==> config.mk <==
export PLATFORM = sky130hd
export DESIGN_NAME = bus_writeback_bank_flat
export DESIGN_NICKNAME = d
export VERILOG_FILES = /design/src/rtl/bus_writeback_bank_if.sv /design/src/rtl/bus_writeback_bank.sv /design/src/flat_wrapper.sv
export SDC_FILE = /design/constraint.sdc
export NUM_CORES = 1
export LEC_CHECK = 0
export BUFFER_PORTS_ARGS = -buffer_cell sky130_fd_sc_hd__buf_2
export CAP_MARGIN = 20
export CELL_PAD_IN_SITES_DETAIL_PLACEMENT = 1
export CELL_PAD_IN_SITES_GLOBAL_PLACEMENT = 1
export CORE_AREA = 2 2 426 428
export CTS_CLUSTER_DIAMETER = 80
export DETAILED_ROUTE_END_ITERATION = 8
export DIE_AREA = 0 0 428 430
export GPL_TIMING_DRIVEN = 0
export PLACE_DENSITY_LB_ADDON = 0.1
export SETUP_SLACK_MARGIN = 0.02
export SYNTH_ARGS = -nofsm -noshare
export SYNTH_HDL_FRONTEND = slang
export SYNTH_SLANG_ARGS = --single-unit
==> constraint.sdc <==
create_clock -name clk -period 2.1 [get_ports clk]
set_clock_uncertainty 0.05 [all_clocks]
set_input_delay 0.105 -clock clk [delete_from_list [all_inputs] [get_ports clk]]
set_output_delay 0.105 -clock clk [all_outputs]
set_load 0.005 [all_outputs]
==> src/rtl/bus_writeback_bank_if.sv <==
// Bus-side signals of the write-back register bank: capture data, one-hot
// write strobes, error clear, flat register read bus and commit status.
interface bus_writeback_bank_if #(
    parameter int WIDTH = 32
);
    logic [WIDTH-1:0]    bus_in;
    logic [31:0]         rin;
    logic                err_clr;
    logic [32*WIDTH-1:0] q_flat;
    logic                wr_valid;
    logic [4:0]          wr_idx;
    logic                err_multi;
    logic [7:0]          wr_count;

    modport master (
        output bus_in, rin, err_clr,
        input  q_flat, wr_valid, wr_idx, err_multi, wr_count
    );

    modport slave (
        input  bus_in, rin, err_clr,
        output q_flat, wr_valid, wr_idx, err_multi, wr_count
    );
endinterface

==> src/rtl/bus_writeback_bank.sv <==
// Write-side register bank: captures the shared bus into the register picked by a
// one-hot strobe. Optional macro R0_HARDWIRED_ZERO_EN makes register 0 a constant zero.
module bus_writeback_bank #(
    parameter int               WIDTH    = 32,
    parameter int               NUM_REGS = 24,
    parameter logic [WIDTH-1:0] RST_VAL  = '0
) (
    input logic                 clk,
    input logic                 clear,
    bus_writeback_bank_if.slave bus
);

`ifdef R0_HARDWIRED_ZERO_EN
    localparam int FIRST_REG = 1;
`else
    localparam int FIRST_REG = 0;
`endif

    localparam logic [31:0] IMPL_MASK =
        (NUM_REGS >= 32) ? '1 : ((32'd1 << NUM_REGS) - 32'd1);

    logic [WIDTH-1:0] reg_q [FIRST_REG:NUM_REGS-1];
    logic [WIDTH-1:0] reg_d [FIRST_REG:NUM_REGS-1];

    logic       wr_valid_q, wr_valid_d;
    logic [4:0] wr_idx_q, wr_idx_d;
    logic       err_multi_q, err_multi_d;
    logic [7:0] wr_count_q, wr_count_d;

    logic [4:0] hot_idx;
    logic       legal;
    logic       illegal;

    // Legal only when exactly one strobe is set and it names an implemented register.
    always_comb begin
        hot_idx = '0;
        for (int i = 0; i < 32; i++) begin
            if (bus.rin[i]) begin
                hot_idx = 5'(i);
            end
        end
        legal   = $onehot(bus.rin) && ((bus.rin & ~IMPL_MASK) == '0);
        illegal = (bus.rin != '0) && !legal;
    end

    always_comb begin
        for (int i = FIRST_REG; i < NUM_REGS; i++) begin
            reg_d[i] = (legal && bus.rin[i]) ? bus.bus_in : reg_q[i];
        end
    end

    always_comb begin
        wr_valid_d  = legal;
        wr_idx_d    = legal ? hot_idx : wr_idx_q;
        wr_count_d  = (legal && (wr_count_q != 8'hFF)) ? wr_count_q + 8'd1 : wr_count_q;
        err_multi_d = err_multi_q;
        if (illegal) begin
            err_multi_d = 1'b1;
        end else if (bus.err_clr) begin
            err_multi_d = 1'b0;
        end
    end

    always_ff @(posedge clk or negedge clear) begin
        if (!clear) begin
            for (int i = FIRST_REG; i < NUM_REGS; i++) begin
                reg_q[i] <= RST_VAL;
            end
            wr_valid_q  <= 1'b0;
            wr_idx_q    <= '0;
            err_multi_q <= 1'b0;
            wr_count_q  <= '0;
        end else begin
            for (int i = FIRST_REG; i < NUM_REGS; i++) begin
                reg_q[i] <= reg_d[i];
            end
            wr_valid_q  <= wr_valid_d;
            wr_idx_q    <= wr_idx_d;
            err_multi_q <= err_multi_d;
            wr_count_q  <= wr_count_d;
        end
    end

    // Unimplemented slices, and register 0 when hardwired, read as zero.
    always_comb begin
        bus.q_flat = '0;
        for (int i = FIRST_REG; i < NUM_REGS; i++) begin
            bus.q_flat[i*WIDTH +: WIDTH] = reg_q[i];
        end
    end

    assign bus.wr_valid  = wr_valid_q;
    assign bus.wr_idx    = wr_idx_q;
    assign bus.err_multi = err_multi_q;
    assign bus.wr_count  = wr_count_q;

endmodule
==> src/flat_wrapper.sv <==
// flat-port wrapper written by rule: the top's interface ports become plain ports
module bus_writeback_bank_flat 
#(
    parameter int               WIDTH    = 32,
    parameter int               NUM_REGS = 24,
    parameter logic [WIDTH-1:0] RST_VAL  = '0
)
  (clk, clear, bus_bus_in, bus_rin, bus_err_clr, bus_q_flat, bus_wr_valid, bus_wr_idx, bus_err_multi, bus_wr_count);
  bus_writeback_bank_if #(.WIDTH(WIDTH)) bus_i ();
  input logic clk;
  input logic clear;
  input wire logic [$bits(bus_i.bus_in)-1:0] bus_bus_in;
  input wire logic [$bits(bus_i.rin)-1:0] bus_rin;
  input wire logic [$bits(bus_i.err_clr)-1:0] bus_err_clr;
  output wire logic [$bits(bus_i.q_flat)-1:0] bus_q_flat;
  output wire logic [$bits(bus_i.wr_valid)-1:0] bus_wr_valid;
  output wire logic [$bits(bus_i.wr_idx)-1:0] bus_wr_idx;
  output wire logic [$bits(bus_i.err_multi)-1:0] bus_err_multi;
  output wire logic [$bits(bus_i.wr_count)-1:0] bus_wr_count;
  assign bus_i.bus_in = bus_bus_in;
  assign bus_i.rin = bus_rin;
  assign bus_i.err_clr = bus_err_clr;
  assign bus_q_flat = bus_i.q_flat;
  assign bus_wr_valid = bus_i.wr_valid;
  assign bus_wr_idx = bus_i.wr_idx;
  assign bus_err_multi = bus_i.err_multi;
  assign bus_wr_count = bus_i.wr_count;
  bus_writeback_bank #(.WIDTH(WIDTH), .NUM_REGS(NUM_REGS), .RST_VAL(RST_VAL)) u_core (.clk(clk), .clear(clear), .bus(bus_i));
endmodule
==> results of run 1 <==
==> sequential cells by signal, indices dropped and copies added, names as in the netlist <==
| name | cells |
|---|---|
| u_core.bus.wr_idx | 5 |
| u_core.bus.wr_valid | 1 |
| u_core.bus.q_flat | 768 |
| u_core.bus.err_multi | 1 |
| u_core.bus.wr_count | 8 |
==> where the power goes <==
part           switching (mW)  leakage [nW]  internal, mW
combinational            4.30          16.9          4.14
sequential              0.631          10.9          16.3
clock                    7.24          1.56          9.97
total                    12.2          29.4          30.4
==> per-layer routing <==
layer	global-route usage (%)	wire length [µm]
met1	17.24	56490
met2	29.43	83350
met3	3.759	7885
met4	5.592	4329
met5	0	0
==> how the worst min path moves through the flow <==
| stage | from | end | slack, ns | cells past startpoint |
|---|---|---|---|---|
| final | clear | u_core.bus.q_flat[425] | -0.73 | 1 |
| after global routing | clear | u_core.bus.q_flat[488] | -0.72 | 1 |
| after CTS | clear | u_core.bus.q_flat[550] | -0.77 | 1 |
| after detailed placement | clear | u_core.bus.q_flat[425] | 0.07 | 1 |
| after global placement | bus_err_clr | u_core.bus.err_multi | 0.26 | 2 |
| after floorplan | clear | u_core.bus.err_multi | -0.24 | 0 |
==> final cells by class <==
class | instances | area [µm²] | area share [%]
Sequential cell | 783 | 19590 | 38.59
Multi-Input combinational cell | 1212 | 14070 | 27.71
Timing Repair Buffer | 1027 | 7023 | 13.83
Buffer | 394 | 3606 | 7.103
Tap cell | 2370 | 2965 | 5.841
Clock buffer | 150 | 2885 | 5.683
Inverter | 76 | 312.8 | 0.6161
Clock inverter | 28 | 296.5 | 0.5841
Antenna cell | 8 | 20.02 | 0.03943
==> synthesized netlist by cell type (all sizes together) (2+ instances only) <==
cell     count
nand2b       3
and3         4
a21oi        4
or2          2
inv         76
ha          42
nand4       12
or4          2
a31oi        3
buf        330
nor2b        3
mux2i        2
o311ai       2
o221ai       2
fa          26
nor2        13
dfrtp      783
xnor2        7
mux2       770
nor3         6
clkbuf      64
nor4         4
o21a         2
nand2       30
a2111oi      2
o2111ai      2
nand3        3
a211oi       2
==> per-stage QoR <==
stage	instance area [µm²]	hold slack, ns	worst slack (ns)
global placement	43470	0.2554	-18.89
CTS	48910	-0.7701	-2.637
floorplan	36260	-0.2406	-2.936
global route	50760	-0.7178	-2.758
detailed placement	43760	0.06801	-4.137
finish	50770	-0.7253	-2.657
==> worst max-delay path, stage by stage <==
cell and delay [ns]:
buf_12 0.09, inv_1 0.04, ha_1 0.29, inv_1 0.07, fa_2 0.57, inv_1 0.05
fa_2 0.33, inv_2 0.06, fa_1 0.42, fa_1 0.48, fa_1 0.52, inv_2 0.05
ha_4 0.15, fa_2 0.45, nor2_1 0.10, nand4_1 0.22, nor3_4 0.28, buf_12 0.18
clkbuf_16 0.20, nand2_8 0.15, buf_12 0.20, mux2_4 0.29
==> kinds of logic (layout without fill, tap and decap cells) <==
family	count (synthesis)	in the layout
other	1	264
AO/OA/AOI/OAI	25	25
AND/OR/NAND/NOR	83	83
adder cells (fa/ha/maj)	68	68
XOR/XNOR	8	8
buffers and inverters	470	1675
multiplexers	772	772
flip-flops	783	783
==> timing repair <==
action | CTS | global route
setup endpoints to repair | 783 | 783
cloned | 10 | 32
setup buffers | 22 | 22
endpoints found under the hold margin | 928 | 232
pin swaps | 15 | 15
gates resized for setup | 182 | 210
==> reports/qor.csv, run 1 <==
metric;value;unit
r2r_end;u_core.bus.wr_count[1];
cts_tree;built;
min_period_over_period;226.5;%
timing.critical_path.to;u_core.bus.q_flat[464];
synthCells;2210;
first_pass_iters;4;
synth_xor_area_share;0.2015;%
tightest_slew;1.138;ns
finalSetupViolCount;783;
cp-start-kind;primary input;
worst_slack;-2.657;ns
regToRegSetupSlack;-0.05;ns
grt_usage;15.76;%
end_kind;flip-flop;
routed_wl;152100;µm
yosys-top-cells-area;dfrtp_1 (56%), mux2_4 (16%), mux2_1 (7.4%);
antenna_found_initial;15;
cts_buffers;103;
synth_compound_area_share;0.5432;%
final_cell_mix;buf_2 (824), dfrtp_1 (783), mux2_4 (557), buf_4 (295), conb_1 (256);
synth_cell_type_count;51;
grt_pass1_vias;23420;
wl_per_cell;25.14;µm
hold_path_class;primary input to asynchronous set/reset pin;
p_leak;29.38;nW
synthSimpleGateAreaFrac;1.680;%
clockBufferDepth;3;
synth_seq_area_share;56.33;%
place_hpwl;112000;µm
fin_setup_tns;-2018.68;ns
synth_top_family_by_area;multiplexers;
worstSkewPairLatency;0.71;ns
slew_violations;0;
vdd_drop_max;0.7316;mV
root_buffer;clkbuf_16;
htree_num_levels;3;
async_flop_share;100.0;%
synth-seq-cells;783;
drive_gt1_share;60.60;%
status;finished with violations;
cts.sinks;783;
synthMuxAreaShare;28.98;%
clock.fmax;210.2;MHz
slew-limit-headroom;24.14;%
final.min_clock_period;4.757;ns
crit_arrival;5.31;ns
num_vias;22240;
synth_fa_ha_area_share;3.007;%
pwr_density_cell;838.2;nW/µm²
fin_cells;6048;
synthFlopType;dfrtp_1;
post-route-util;28.24;%
core_area;179800;µm²
final_common_cell;buf_2;
rows;156;
detail-route-antenna-nets;0;
hold_buffers;81;
netlist_area;34780;µm²
hold_ws;-0.7253;ns
synth_edf_count;0;
cap_violations;0;
synth_top_cell_by_area;dfrtp_1;
hold_viol_final;263;
area_delta_synth_final;45.97;%
path_clk_slew;0.06;ns
initial_utilization;19.35;%
fin_nets;3732;
ios;1106;
r2r-start;u_core.bus.wr_count[0];
fp.dieH;430;µm
die_w;428;µm
drc_errors;0;
grt_start_max_net_pins;106;
total_power;42.55;mW
dieArea;184000;µm²
worst-setup-path-type;primary input to flip-flop;
ys.warnings.count;0;
drt-vias-per-instance;3.677;
reg2reg_depth;5;
rsz0062_at_grt;yes;
synth_top_area_share;56.33;%
gp_congestion;0.7408;
dp.cells;5695;
grt_pass1_wl;203600;µm
n_fill_cell;19600;
worst-path-max-fanout;10;
syn_avg_cell_area;15.74;µm²
critical_path.startpoint;bus_rin[17];
crit_required;2.65;ns
violations;negative hold slack, negative setup slack;
io_buffers;849;
gr-total-overflow;0;
initialDrtViolationCount;694;
No activity file was read; power rests on OpenSTA's default activity.
==> inputs of run 2 (changes only) <==
Clock period 2.1 ns to 5.3 ns, I/O delays scaled along.
==> run 2 against run 1 <==
Against the previous run:
- the run now ends clean
- utilization decreased by 1.7 points
- hold slack improved by 0.79 ns
- sequential power fell by 60%
- routed wire length fell by 4.1%
- first-iteration DRC count is 11% higher
- critical path depth is the same
- via count shrank 1.7%
==> reports/qor.csv, run 2 (same netlist as run 1, synthesis figures left out) <==
metric;value;unit;change
status;completed;;
fin_nets;3643;;-2.4%
drive_gt1_share;53.73;%;-6.9 points
rsz0062_at_grt;yes;;
slew_violations;0;;unchanged
n_fill_cell;19850;;+1.3%
clockBufferDepth;3;;unchanged
crit_required;5.85;ns;+3.20 ns
drc_errors;0;;unchanged
die_w;428;µm;unchanged
worstSkewPairLatency;0.73;ns;+0.02 ns
fin_cells;5971;;-1.3%
largest_reg_flops;768;;unchanged
ios;1106;;unchanged
pwr_density_cell;351.5;nW/µm²;-58%
clock.fmax;195.6;MHz;
finalSetupViolCount;0;;-100%
cts_tree;built;;
dp.cells;5697;;+0.035%
io_buffers;849;;unchanged
core_area;179800;µm²;unchanged
grt_start_max_net_pins;104;;-1.9%
gr-total-overflow;0;;unchanged
vdd_drop_max;0.2313;mV;-68%
place_hpwl;112900;µm;+0.77%
initial_utilization;19.35;%;unchanged
min_period_over_period;96.47;%;
rows;156;;unchanged
cp-start-kind;primary input;;
worst-setup-path-type;primary input to flip-flop;;
area_delta_synth_final;37.03;%;
hold_path_class;primary input to flip-flop;;
r2r-start;u_core.bus.wr_count[0];;
crit_arrival;5.67;ns;+0.36 ns
reg2reg_depth;5;;unchanged
gp_congestion;0.7440;;+0.43%
p_leak;27.87;nW;-5.1%
place_area;43420;µm²;-0.77%
tightest_slew;1.101;ns;-0.03657 ns
drt-vias-per-instance;3.663;;-0.38%
hold_viol_final;0;;-100%
hp-start;bus_rin[22];;
grt_usage;15.61;%;-0.15 points
routed_wl;145800;µm;-4.1%
grt_pass1_wl;201400;µm;-1.0%
end_kind;flip-flop;;
num_vias;21870;;-1.7%
root_buffer;clkbuf_16;;
cap_violations;0;;unchanged
detail-route-antenna-nets;0;;unchanged
final_cell_mix;buf_2 (857), dfrtp_1 (783), mux2_4 (370), buf_4 (262), conb_1 (256);;
cts_buffers;105;;+1.9%
regToRegSetupSlack;3.15;ns;+3.20 ns
wl_per_cell;24.42;µm;-2.9%
r2r_end;u_core.bus.wr_count[1];;
fp.dieH;430;µm;unchanged
slew-limit-headroom;26.58;%;+2.4 points
antenna_found_initial;20;;+5
cts.sinks;783;;unchanged
dieArea;184000;µm²;unchanged
grt_pass1_vias;23110;;-1.3%
first_pass_iters;4;;unchanged
final_common_cell;buf_2;;
htree_num_levels;3;;unchanged
holdPathEnd;u_core.bus.q_flat[735];;
fin_area;47660;µm²;-6.1%
post-route-util;26.51;%;-1.7 points
path_clk_slew;0.06;ns;about the same
worstHoldPathCells;3;;
worst-path-max-fanout;10;;unchanged
final.min_clock_period;5.113;ns;
initialDrtViolationCount;770;;+11%
-- run 2: repair_timing --
item                       CTS  global route
gates resized for setup      6             3
pin swaps                    1             0
cloned                       0             1
hold endpoints to repair   259             0
setup buffers                2             1
hold buffers                70             0
setup endpoints to repair  691           720
-- run 2: per-stage QoR --
step | hold WS (ns) | worst slack, ns | total power [mW] | setup TNS [ns]
2_1_floorplan | -0.08059 | 0.02602 | 8.268 | 0
3_3_place_gp | 0.4133 | -15.81 | 9.705 | -
3_5_place_dp | 0.005279 | -1.213 | 9.731 | -676.62
4_1_cts | 0.001815 | 0.02635 | 17.16 | 0
5_1_grt | 0.02658 | -0.07025 | 17.69 | -0.5195
6_report | 0.06853 | 0.1870 | 16.75 | 0
-- run 2: power by group --
part	internal (mW)	switching, mW	total, mW
sequential	6.45	0.240	6.69
clock	4.24	2.92	7.16
combinational	1.34	1.57	2.90
total	12.0	4.72	16.8
-- run 2: final cells by class --
type | instances | area [µm²] | area share [%]
flip-flops and latches | 783 | 19590 | 41.11
multi-input cells | 1212 | 13050 | 27.38
repair buffers | 936 | 5328 | 11.18
clock buffers | 167 | 3141 | 6.589
plain buffers | 394 | 2979 | 6.251
well taps | 2370 | 2965 | 6.222
clock inverters | 26 | 304.0 | 0.6379
inverters | 76 | 285.3 | 0.5986
diodes | 7 | 17.52 | 0.03675
-- run 2: worst max path at each step --
| stage | startpoint | to | slack [ns] | cells after the start |
|---|---|---|---|---|
| after global placement | clear | u_core.bus.q_flat[5] | -15.81 | 1 |
| after floorplan | bus_rin[30] | u_core.bus.q_flat[193] | 0.03 | 18 |
| after CTS | bus_rin[30] | u_core.bus.q_flat[692] | 0.03 | 18 |
| after global routing | bus_rin[24] | u_core.bus.wr_count[6] | -0.07 | 19 |
| final | bus_rin[25] | u_core.bus.q_flat[485] | 0.19 | 22 |
| after detailed placement | bus_rin[30] | u_core.bus.q_flat[616] | -1.21 | 18 |
-- run 2: routing by layer --
| layer | GRT usage, % | share of wire [%] | wire [µm] |
|---|---|---|---|
| met4 | 5.778 | 3.9 | 5646 |
| met1 | 16.74 | 37 | 53450 |
| met5 | 0 | 0 | 0 |
| met3 | 3.561 | 4.6 | 6671 |
| met2 | 29.56 | 55 | 80030 |
-- run 2: worst max-delay path: stages --
cell and delay (ns):
buf_2 0.13, inv_1 0.07, ha_1 0.30, inv_1 0.06
fa_1 0.53, inv_1 0.06, fa_2 0.37, inv_1 0.09
fa_2 0.47, fa_1 0.49, fa_1 0.50, inv_1 0.04
ha_2 0.18, fa_1 0.47, nor2_1 0.10, nand4_1 0.24
nor3_4 0.21, buf_4 0.17, buf_12 0.17, nand2_4 0.17
buf_6 0.24, mux2_4 0.30
